## config.mk

```make
export PLATFORM = sky130hd
export DESIGN_NAME = barrel_shifter_pipe
export DESIGN_NICKNAME = d
export VERILOG_FILES = /design/src/rtl/barrel_shift_pkg.sv /design/src/rtl/barrel_shift_level.sv /design/src/rtl/barrel_shifter_pipe.sv
export SDC_FILE = /design/constraint.sdc
export NUM_CORES = 1
export LEC_CHECK = 0
export ABC_CLOCK_PERIOD_IN_PS = 7500
export BUFFER_PORTS_ARGS = -buffer_cell sky130_fd_sc_hd__buf_2
export CORE_ASPECT_RATIO = 1.1
export CORE_MARGIN = 8
export CORE_UTILIZATION = 56
export DETAILED_ROUTE_END_ITERATION = 10
export PLACE_DENSITY = 0.78
export SYNTH_ARGS = -nofsm -noshare
export SYNTH_HDL_FRONTEND = slang
export SYNTH_SLANG_ARGS = --single-unit
```

## constraint.sdc

```tcl
create_clock -name clk -period 7.5 [get_ports clk]
set_clock_uncertainty 0.2 [all_clocks]
set_input_delay 1.125 -clock clk [delete_from_list [all_inputs] [get_ports clk]]
set_output_delay 1.125 -clock clk [all_outputs]
set_load 0.01 [all_outputs]
```

## src/rtl/barrel_shift_pkg.sv

```systemverilog
// Shared types and helpers for the pipelined barrel shifter.
//   shift_op_e      : operation encoding carried on the op port
//   level_range_t   : first mux level and level count owned by one stage
//   stage_ctrl_t    : control payload carried alongside the data between stages
//   levels_in_stage : even split of SH_W mux levels over STAGES stages,
//                     with earlier stages taking the remainder
package barrel_shift_pkg;

  typedef enum logic [1:0] {
    OP_LOGIC = 2'b00,
    OP_ARITH = 2'b01,
    OP_ROT   = 2'b10,
    OP_RSVD  = 2'b11
  } shift_op_e;

  typedef struct packed {
    logic [7:0] first;
    logic [7:0] count;
  } level_range_t;

  // The data word and the remaining sh_amt bits are carried next to this
  // struct; their widths depend on the instance parameters.
  typedef struct packed {
    logic      dir;
    shift_op_e op;
    logic      msb;
  } stage_ctrl_t;

  function automatic level_range_t levels_in_stage(input int unsigned stage,
                                                   input int unsigned sh_w,
                                                   input int unsigned stages);
    int unsigned base;
    int unsigned rem;
    level_range_t r;
    base    = sh_w / stages;
    rem     = sh_w % stages;
    r.first = 8'(stage * base + ((stage < rem) ? stage : rem));
    r.count = 8'(base + ((stage < rem) ? 1 : 0));
    return r;
  endfunction

endpackage

```

## src/rtl/barrel_shift_level.sv

```systemverilog
// One combinational mux level of the barrel shifter: shifts or rotates by
// DIST when sel is set, otherwise passes data through.
//   data   : word entering this level
//   sel    : sh_amt bit owned by this level
//   dir    : 0 = left, 1 = right
//   op     : logical / arithmetic / rotate (reserved acts as logical)
//   msb    : original operand MSB, the fill for arithmetic right shifts
//   result : word leaving this level
module barrel_shift_level
  import barrel_shift_pkg::*;
#(
  parameter int unsigned WIDTH = 64,
  parameter int unsigned DIST  = 1
) (
  input  logic [WIDTH-1:0] data,
  input  logic             sel,
  input  logic             dir,
  input  shift_op_e        op,
  input  logic             msb,
  output logic [WIDTH-1:0] result
);

  logic [DIST-1:0] fill;

  always_comb begin
    fill   = (op == OP_ARITH && dir) ? {DIST{msb}} : '0;
    result = data;
    if (sel) begin
      if (op == OP_ROT) begin
        result = dir ? {data[DIST-1:0], data[WIDTH-1:DIST]}
                     : {data[WIDTH-DIST-1:0], data[WIDTH-1:WIDTH-DIST]};
      end else begin
        // Left arithmetic is zero fill, so fill is only non-zero going right.
        result = dir ? {fill, data[WIDTH-1:DIST]}
                     : {data[WIDTH-DIST-1:0], {DIST{1'b0}}};
      end
    end
  end

endmodule

```

## src/rtl/barrel_shifter_pipe.sv

```systemverilog
// Pipelined barrel shifter with valid/ready handshake on both sides.
//   clk, rst           : clock, asynchronous active-high reset
//   in_valid, in_ready : input handshake
//   d_in, sh_amt       : operand and shift distance
//   dir, op            : 0 = left / 1 = right; 00 logical, 01 arith, 10 rotate
//   out_valid, out_ready : output handshake
//   d_out, z, c        : result, zero flag, carry-out
// The SH_W mux levels are split across STAGES registered stages; latency is
// STAGES cycles with one operation accepted per cycle.
module barrel_shifter_pipe
  import barrel_shift_pkg::*;
#(
  parameter  int unsigned WIDTH  = 64,
  parameter  int unsigned STAGES = 3,
  localparam int unsigned SH_W   = $clog2(WIDTH)
) (
  input  logic             clk,
  input  logic             rst,
  input  logic             in_valid,
  output logic             in_ready,
  input  logic [WIDTH-1:0] d_in,
  input  logic [SH_W-1:0]  sh_amt,
  input  logic             dir,
  input  logic [1:0]       op,
  output logic             out_valid,
  input  logic             out_ready,
  output logic [WIDTH-1:0] d_out,
  output logic             z,
  output logic             c
);

  logic             valid_q [STAGES];
  logic             adv     [STAGES];
  logic [WIDTH-1:0] data_q  [STAGES];
  logic             c_q     [STAGES];
  logic             z_q;

  // Carry-out only depends on the original operand: for rotates the bit that
  // wraps into d_out[0] / d_out[WIDTH-1] is the same bit a plain shift would
  // drop, so one expression serves every mode.
  logic [SH_W-1:0] idx_l;
  logic [SH_W-1:0] idx_r;
  logic            c_in;

  assign idx_l = '0 - sh_amt;
  assign idx_r = sh_amt - SH_W'(1);
  assign c_in  = (sh_amt == '0) ? 1'b0 : (dir ? d_in[idx_r] : d_in[idx_l]);

  always_comb begin
    adv[STAGES-1] = !valid_q[STAGES-1] || out_ready;
    for (int unsigned i = 1; i < STAGES; i++) begin
      adv[STAGES-1-i] = !valid_q[STAGES-1-i] || adv[STAGES-i];
    end
  end

  assign in_ready  = adv[0];
  assign out_valid = valid_q[STAGES-1];
  assign d_out     = data_q[STAGES-1];
  assign c         = c_q[STAGES-1];
  assign z         = z_q;

  for (genvar s = 0; s < STAGES; s++) begin : g_stage
    localparam level_range_t RNG = levels_in_stage(s, SH_W, STAGES);
    localparam int unsigned FIRST  = int'(RNG.first);
    localparam int unsigned CNT    = int'(RNG.count);
    localparam int unsigned REM_IN = SH_W - FIRST;

    logic              in_v;
    logic [WIDTH-1:0]  src;
    logic [REM_IN-1:0] src_sh;
    stage_ctrl_t       src_ctrl;
    logic              src_c;
    logic [WIDTH-1:0]  nxt;

    if (s == 0) begin : g_head
      assign in_v         = in_valid;
      assign src          = d_in;
      assign src_sh       = sh_amt;
      assign src_ctrl.dir = dir;
      assign src_ctrl.op  = shift_op_e'(op);
      assign src_ctrl.msb = d_in[WIDTH-1];
      assign src_c        = c_in;
    end else begin : g_tail
      // Bit 0 of the forwarded remainder is the lowest level this stage owns.
      assign in_v     = valid_q[s-1];
      assign src      = data_q[s-1];
      assign src_sh   = g_stage[s-1].g_fwd.sh_q;
      assign src_ctrl = g_stage[s-1].g_fwd.ctrl_q;
      assign src_c    = c_q[s-1];
    end

    for (genvar j = 0; j < CNT; j++) begin : g_lvl
      logic [WIDTH-1:0] prev;
      logic [WIDTH-1:0] res;
      if (j == 0) begin : g_first
        assign prev = src;
      end else begin : g_next
        assign prev = g_lvl[j-1].res;
      end
      barrel_shift_level #(
        .WIDTH (WIDTH),
        .DIST  (2 ** (FIRST + j))
      ) u_level (
        .data   (prev),
        .sel    (src_sh[j]),
        .dir    (src_ctrl.dir),
        .op     (src_ctrl.op),
        .msb    (src_ctrl.msb),
        .result (res)
      );
    end

    assign nxt = g_lvl[CNT-1].res;

    // Payload only loads with a valid op so d_out/z/c hold while idle.
    always_ff @(posedge clk or posedge rst) begin
      if (rst) begin
        valid_q[s] <= 1'b0;
        data_q[s]  <= '0;
        c_q[s]     <= 1'b0;
      end else if (adv[s]) begin
        valid_q[s] <= in_v;
        if (in_v) begin
          data_q[s] <= nxt;
          c_q[s]    <= src_c;
        end
      end
    end

    if (s < STAGES - 1) begin : g_fwd
      localparam int unsigned REM_OUT = REM_IN - CNT;
      logic [REM_OUT-1:0] sh_q;
      stage_ctrl_t        ctrl_q;
      always_ff @(posedge clk or posedge rst) begin
        if (rst) begin
          sh_q   <= '0;
          ctrl_q <= '0;
        end else if (adv[s] && in_v) begin
          sh_q   <= src_sh[REM_IN-1:CNT];
          ctrl_q <= src_ctrl;
        end
      end
    end else begin : g_last
      always_ff @(posedge clk or posedge rst) begin
        if (rst) begin
          z_q <= 1'b0;
        end else if (adv[s] && in_v) begin
          z_q <= (nxt == '0);
        end
      end
    end
  end

endmodule

```

Word level (Yosys, flattened, before mapping)
Index checks and enable logic that the tools add are counted.
{"block": "word_totals", "ram_bits": 0, "mem_count": 0, "romBits": 0, "latch_bits": 0, "input_bits": 77, "out_inout_bits": 68, "reg_bits": 213, "word_cells": 80}
{"block": "op_classes", "n_eq_ne": 6, "mul": 0, "n_lt_le_gt_ge": 2, "n_bitwise": 0, "n_div": 0, "addsub": 2, "mux": 35, "shifts": 0, "n_reduce_logical": 17}
{"operator": "two-way mux 64 bit", "count": 23}
{"operator": "zero test 64 bit", "count": 1}
{"operator": "two-way mux 32 bit", "count": 1}
{"operator": "two-way mux 16 bit", "count": 1}
{"operator": "less-than comparator 6 x 7 -> 1 bit, second input constant", "count": 2}
{"operator": "binary-select mux 1 bit (select 6 bit)", "count": 2}
{"operator": "two-way mux 8 bit", "count": 1}
{"operator": "equality test 2 x 1 -> 1 bit, second input constant", "count": 3}
{"operator": "equality test 2 bit, second input constant", "count": 3}
{"operator": "logical AND 1 bit", "count": 6}
{"operator": "zero test 6 bit", "count": 1}
{"operator": "AND reduction 2 bit", "count": 3}
{"operator": "subtractor 1 x 6 -> 6 bit, first input constant", "count": 1}
{"operator": "subtractor 6 x 1 -> 6 bit, second input constant", "count": 1}
{"operator": "two-way mux 1 bit", "count": 5}
{"operator": "two-way mux 4 bit", "count": 1}
{"operator": "zero test 1 bit", "count": 3}
{"operator": "logical OR 1 bit", "count": 3}
{"operator": "two-way mux 2 bit", "count": 1}

Longest topological paths before layout
{"block": "depth", "word_depth": 10, "ltp_mapped": 15, "ltp_nobuf": 9}

Hierarchy
From an unflattened synthesis, not the netlist that was laid out.
{"block": "unflattened", "cells_unflattened": 1832, "hier_area_um2": 17569.4}
{"mod": "barrel_shifter_pipe", "instances": 1, "cells_each": 589, "seq_area_each_um2": 5330.1, "area_each_um2": 9372.7}
{"mod": "barrel_shift_level at g_stage[2].g_lvl[0].u_level", "instances": 1, "cells_each": 237, "seq_area_each_um2": 0.0, "area_each_um2": 1512.7}
{"mod": "barrel_shift_level at g_stage[1].g_lvl[1].u_level", "instances": 1, "cells_each": 227, "seq_area_each_um2": 0.0, "area_each_um2": 1441.4}
{"mod": "barrel_shift_level at g_stage[1].g_lvl[0].u_level", "instances": 1, "cells_each": 223, "seq_area_each_um2": 0.0, "area_each_um2": 1433.9}
{"mod": "barrel_shift_level at g_stage[0].g_lvl[0].u_level", "instances": 1, "cells_each": 217, "seq_area_each_um2": 0.0, "area_each_um2": 1416.4}
{"mod": "barrel_shift_level at g_stage[0].g_lvl[1].u_level", "instances": 1, "cells_each": 218, "seq_area_each_um2": 0.0, "area_each_um2": 1401.3}
{"mod": "barrel_shift_level at g_stage[2].g_lvl[1].u_level", "instances": 1, "cells_each": 121, "seq_area_each_um2": 0.0, "area_each_um2": 991.0}

Worst setup path after synthesis
No wires, ideal clock.
{"block": "synth_timing", "path_type": "input -> register", "startpoint": "input port sh_amt[0]", "endpoint": "register c_q (netlist bit g_stage[1].src_c)", "setup_time_ps": 124, "required_time_ps": 7176, "path_buffers": 6, "arrival_ps": 3912, "stages": 14, "slack_ps": 3264, "cell_sequence": "buf_6 -> buf_12 -> buf_4 -> inv_1 -> clkbuf_1 -> ha_1 -> buf_2 -> clkbuf_1 -> mux4_2 -> mux4_2 -> mux2i_1 -> a21oi_1 -> nand3_1 -> nand3_1"}
{"block": "synth_via", "elab_chain_cells": 5, "word_cells_on_any_way": 9}
{"element": "from (decl)", "line_no": "barrel_shifter_pipe.sv:22", "source": "input logic [SH_W-1:0] sh_amt,"}
{"element": "subtractor 1 x 6 -> 6 bit or subtractor 6 x 1 -> 6 bit (tied branches)", "line_no": "barrel_shifter_pipe.sv:45, barrel_shifter_pipe.sv:46"}
{"element": "binary-select mux 1 bit (select 6 bit)", "line_no": "barrel_shifter_pipe.sv:47", "source": "assign c_in = (sh_amt == '0) ? 1'b0 : (dir ? d_in[idx_r] : d_in[idx_l]);"}
{"element": "two-way mux 1 bit (implied by the code)", "line_no": "barrel_shifter_pipe.sv:47"}
{"element": "two-way mux 1 bit", "line_no": "barrel_shifter_pipe.sv:47"}
{"element": "two-way mux 1 bit (*)", "line_no": "barrel_shifter_pipe.sv:47"}
{"element": "to (signal, indexed assignment)", "line_no": "barrel_shifter_pipe.sv:125", "source": "c_q[s] <= src_c;"}
{"element": "to (decl)", "line_no": "barrel_shifter_pipe.sv:35", "source": "logic c_q [STAGES];"}
Mark *: on every way between the ends. The rest lies on a longest branch, timed or not. The select of a mux whose other input is x is not followed.
A chain may end at the register's enable or synchronous reset.

Worst setup path after layout
Same ends and word-level chain as after synthesis.

==> summary.md <==
| Metric | Value |
|---|---|
| FFs w/ async S/R, synth | 1.00 |
| Max clock buf depth | 3 |
| Period minus WS final | 4.37 ns |
| TritonCTS clock tree | done |
| Relative slew slack | 0.216 |
| Drt pass-1 iters | 6 |
| Cell area after placement | 18000 um^2 |
| GRT Total Usage | 0.280 |
| Worst r2r src | g_stage[1].g_fwd.sh_q[0] |
| Initial Utilization | 0.570 |
| Diode count | 0 |
| Setup crit end kind | flop |
| Sw frac | 0.435 |
| Count of final setup violators | 0 |
| Part of the power in registers | 0.354 |
| Syn_area_per_cell | 8.37 um^2 |
| Peak Freq | 229 MHz |
| Slowest stage cell, crit path | ha_1 |
| Critical Path Max Stage Delay | 1.16 ns |
| Pwr Total | 5.42 mW |
| Yosys warns | 0 |
| Clock latency on the worst-skew pair | 0.52 ns |
| Vias post-DR | 16200 |
| WS Path Type | primary input to flop |
| Measured slew at the worst slew-check pin | 1.18 ns |
| First-pass GRT wire length | 84600 um |
| Placer Congestion | 0.971 |
| Crit. Startpoint | sh_amt[0] |
| IO Port Bufs | 144 |
| Post-CTS Setup Repair Bufs | 0 |
| Initial antenna violation count | 0 |
| Hold Path Class | flop to flop |
| Antenna Nets Post-Route | 0 |
| Sw power | 2.36 mW |
| CP delay by family, top | adder cells |
| Non-filler instance count after layout | 2495 |
| Status | complete, no violations |
| EDFF count, synth | 0 |
| Power share of the clock group | 0.209 |
| Synthesized instance count | 2083 |
| Die width | 184 um |
| Hold Startpoint | d_out[49] |
| Final Max Tran Viols | 0 |
| Critical-path cell list | clkbuf_8, inv_1, ha_1, mux4_2, and2_1, a211oi_1, a31oi_1, mux4_2, nand4_1, nand3_1 |
| Core area | 30600 um^2 |
| Via/cell ratio | 6.49 |
| Final nets | 2143 |
| Clock sink count | 213 |
| I/O Pins | 145 |
| Critical Path RT | 7.70 ns |
| Startpoint Class | primary input |
| # rows | 67 |
| CP arrival | 4.56 ns |
| Placed insts | 2454 |
| Lkg Pwr | 7.82 nW |
| Combinational cell fraction of total power | 0.437 |
| Most common cell after layout, fill and taps aside | nand2_1 |
| Largest net degree at the start of global routing | 146 |
| Clock-pin slew on the worst setup and hold paths | 0.06 ns |
| Max-cap violations | 0 |
| Final Hold Fails | 0 |
| Overflow after GRT | 0 |
| RSZ-0062 raised after global routing | no |
| Multi-input gate area | 11100 um^2 |
| Setup_tns | 0 ns |
| Worst vdd ir | 0.000142 V |
| Final worst-path cycle share | 0.582 |
| Synth cell types | 58 |
| CP Max Fanout | 53 |
| Initial DRC Count | 1840 |
| Most common flop cell mapped by yosys | dfrtp_1 |
| CTS Hold Bufs | 0 |
| Post-DP HPWL | 38600 um |
| Die Ht | 201 um |
| Seq cells post-synth | 213 |
| Remaining DRCs | 0 |
| Synth Cell Area | 17400 um^2 |
| Die Area | 37000 um^2 |
| CTS H-Tree Depth | 1 |
| Share of cells above drive strength 1 | 0.154 |
| Routed length per instance | 21.3 um |
| Sequential share of the synthesized area | 0.306 |
| Filler cells | 2723 |
| Seq. cell area | 5350 um^2 |
| PostCTS Resize Cnt | 0 |
| P&R area growth vs syn | 7.49% |
| WP buf/inv | 2 |
| Number of buffers created by CTS | 23 |
| Root buffer cell | clkbuf_16 |
| Net Count, Synth | 2161 |
| Power per cell area | 289 nW/um^2 |
| Int Power | 3.06 mW |
| DRT Wirelength | 53300 um |
| Vias in the first global route | 15100 |
| Most used cell, CP | mux4_2 |
| Final instance area | 18700 um^2 |
| Most frequent cells in the layout | 316 x nand2_1, 268 x o21ai_0, 219 x mux2i_1 |
## stage by stage
step | hold slack [ns] | util | setup slack, ns
after floorplan | 0.242 | - | 0.352
after global placement | 0.256 | 0.588 | 2.75
after detailed placement | 0.266 | 0.588 | 2.65
after CTS | 0.279 | 0.613 | 3.20
after global routing | 0.301 | 0.613 | 2.94
final | 0.271 | 0.613 | 3.13
## logic make-up (layout without fill, tap and decap cells)
| kind of cell | count (synthesis) | in the layout | synth area share |
|---|---|---|---|
| buffers and inverters | 227 | 225 | 0.0573 |
| adder cells (fa/ha/maj) | 1 | 1 | 0.000718 |
| multiplexers | 323 | 323 | 0.248 |
| flip-flops | 213 | 213 | 0.306 |
| AO/OA/AOI/OAI | 674 | 674 | 0.229 |
| AND/OR/NAND/NOR | 640 | 640 | 0.157 |
| XOR/XNOR | 5 | 5 | 0.00251 |
## Yosys cell counts (16+ instances only)
library cell  instances  area [um^2]
nand4b_1             18          158
nand2_1             319         1200
a211oi_1             97          728
mux2_2               19          214
nand2b_1             26          163
a221oi_1             18          158
clkbuf_1            127          477
nand4_1              16          100
o22ai_1              38          238
o21ai_0             268         1340
inv_1                16         60.1
nor2_1              211          792
mux2i_1             219         2190
mux4_2               82         1850
dfrtp_1             213         5330
a41oi_1              16          140
buf_2                52          260
a21oi_1             173          866
## metal layers
metal	track usage	part of all wire
met2	0.447	0.46
met3	0.0329	0.070
met1	0.371	0.41
met4	0.142	0.056
met5	0	0
## power groups by stage
stage          registers, mW  logic, mW  clock network, mW
2_1_floorplan           1.82       1.61                  0
3_3_place_gp            1.90       2.27                  0
3_5_place_dp            1.93       2.33                  0
4_1_cts                 1.91       2.34               1.15
5_1_grt                 1.97       2.59               1.19
6_report                1.92       2.37               1.13
## final timing paths
kind / endpoint / slack (ns) / depth (start not counted)
max: g_stage[1].src_c / 3.13 / 10
min: d_out[49] / 0.27 / 2
max reg2reg: z / 3.72 / 8
min reg2reg: d_out[49] / 0.27 / 2
min in group asynchronous: g_stage[1].g_fwd.ctrl_q[2] / 0.63 / 2
max in group asynchronous: g_stage[1].g_fwd.ctrl_q[3] / 5.04 / 3
## registers in the layout, indices dropped and copies added (netlist names)
| register | count |
|---|---|
| g_stage.in_v | 2 |
| c | 1 |
| g_stage.g_fwd.sh_q | 6 |
| z | 1 |
| d_out | 64 |
| out_valid | 1 |
| g_stage.g_fwd.ctrl_q | 8 |
| g_stage.src_c | 2 |
| g_stage.g_lvl.prev | 128 |
## layout make-up
class / count / area share
inverters: 18 / 0.00401
clock inverters: 9 / 0.00507
clock buffers: 32 / 0.0357
multi-input cells: 1643 / 0.594
well taps: 414 / 0.0276
flip-flops and latches: 213 / 0.285
repair buffers: 166 / 0.0482
## worst register-to-register path, cell delays in order, from the launching register on
cell and delay [ns]:
dfrtp_4 0.72, buf_4 0.48, nand3b_1 0.64, nor2_1 0.11, o32ai_1 0.72, nand3_1 0.25, nor4_1 0.31, nand4_1 0.12
o21ai_1 0.15
Power figures use the tool's default switching activity.
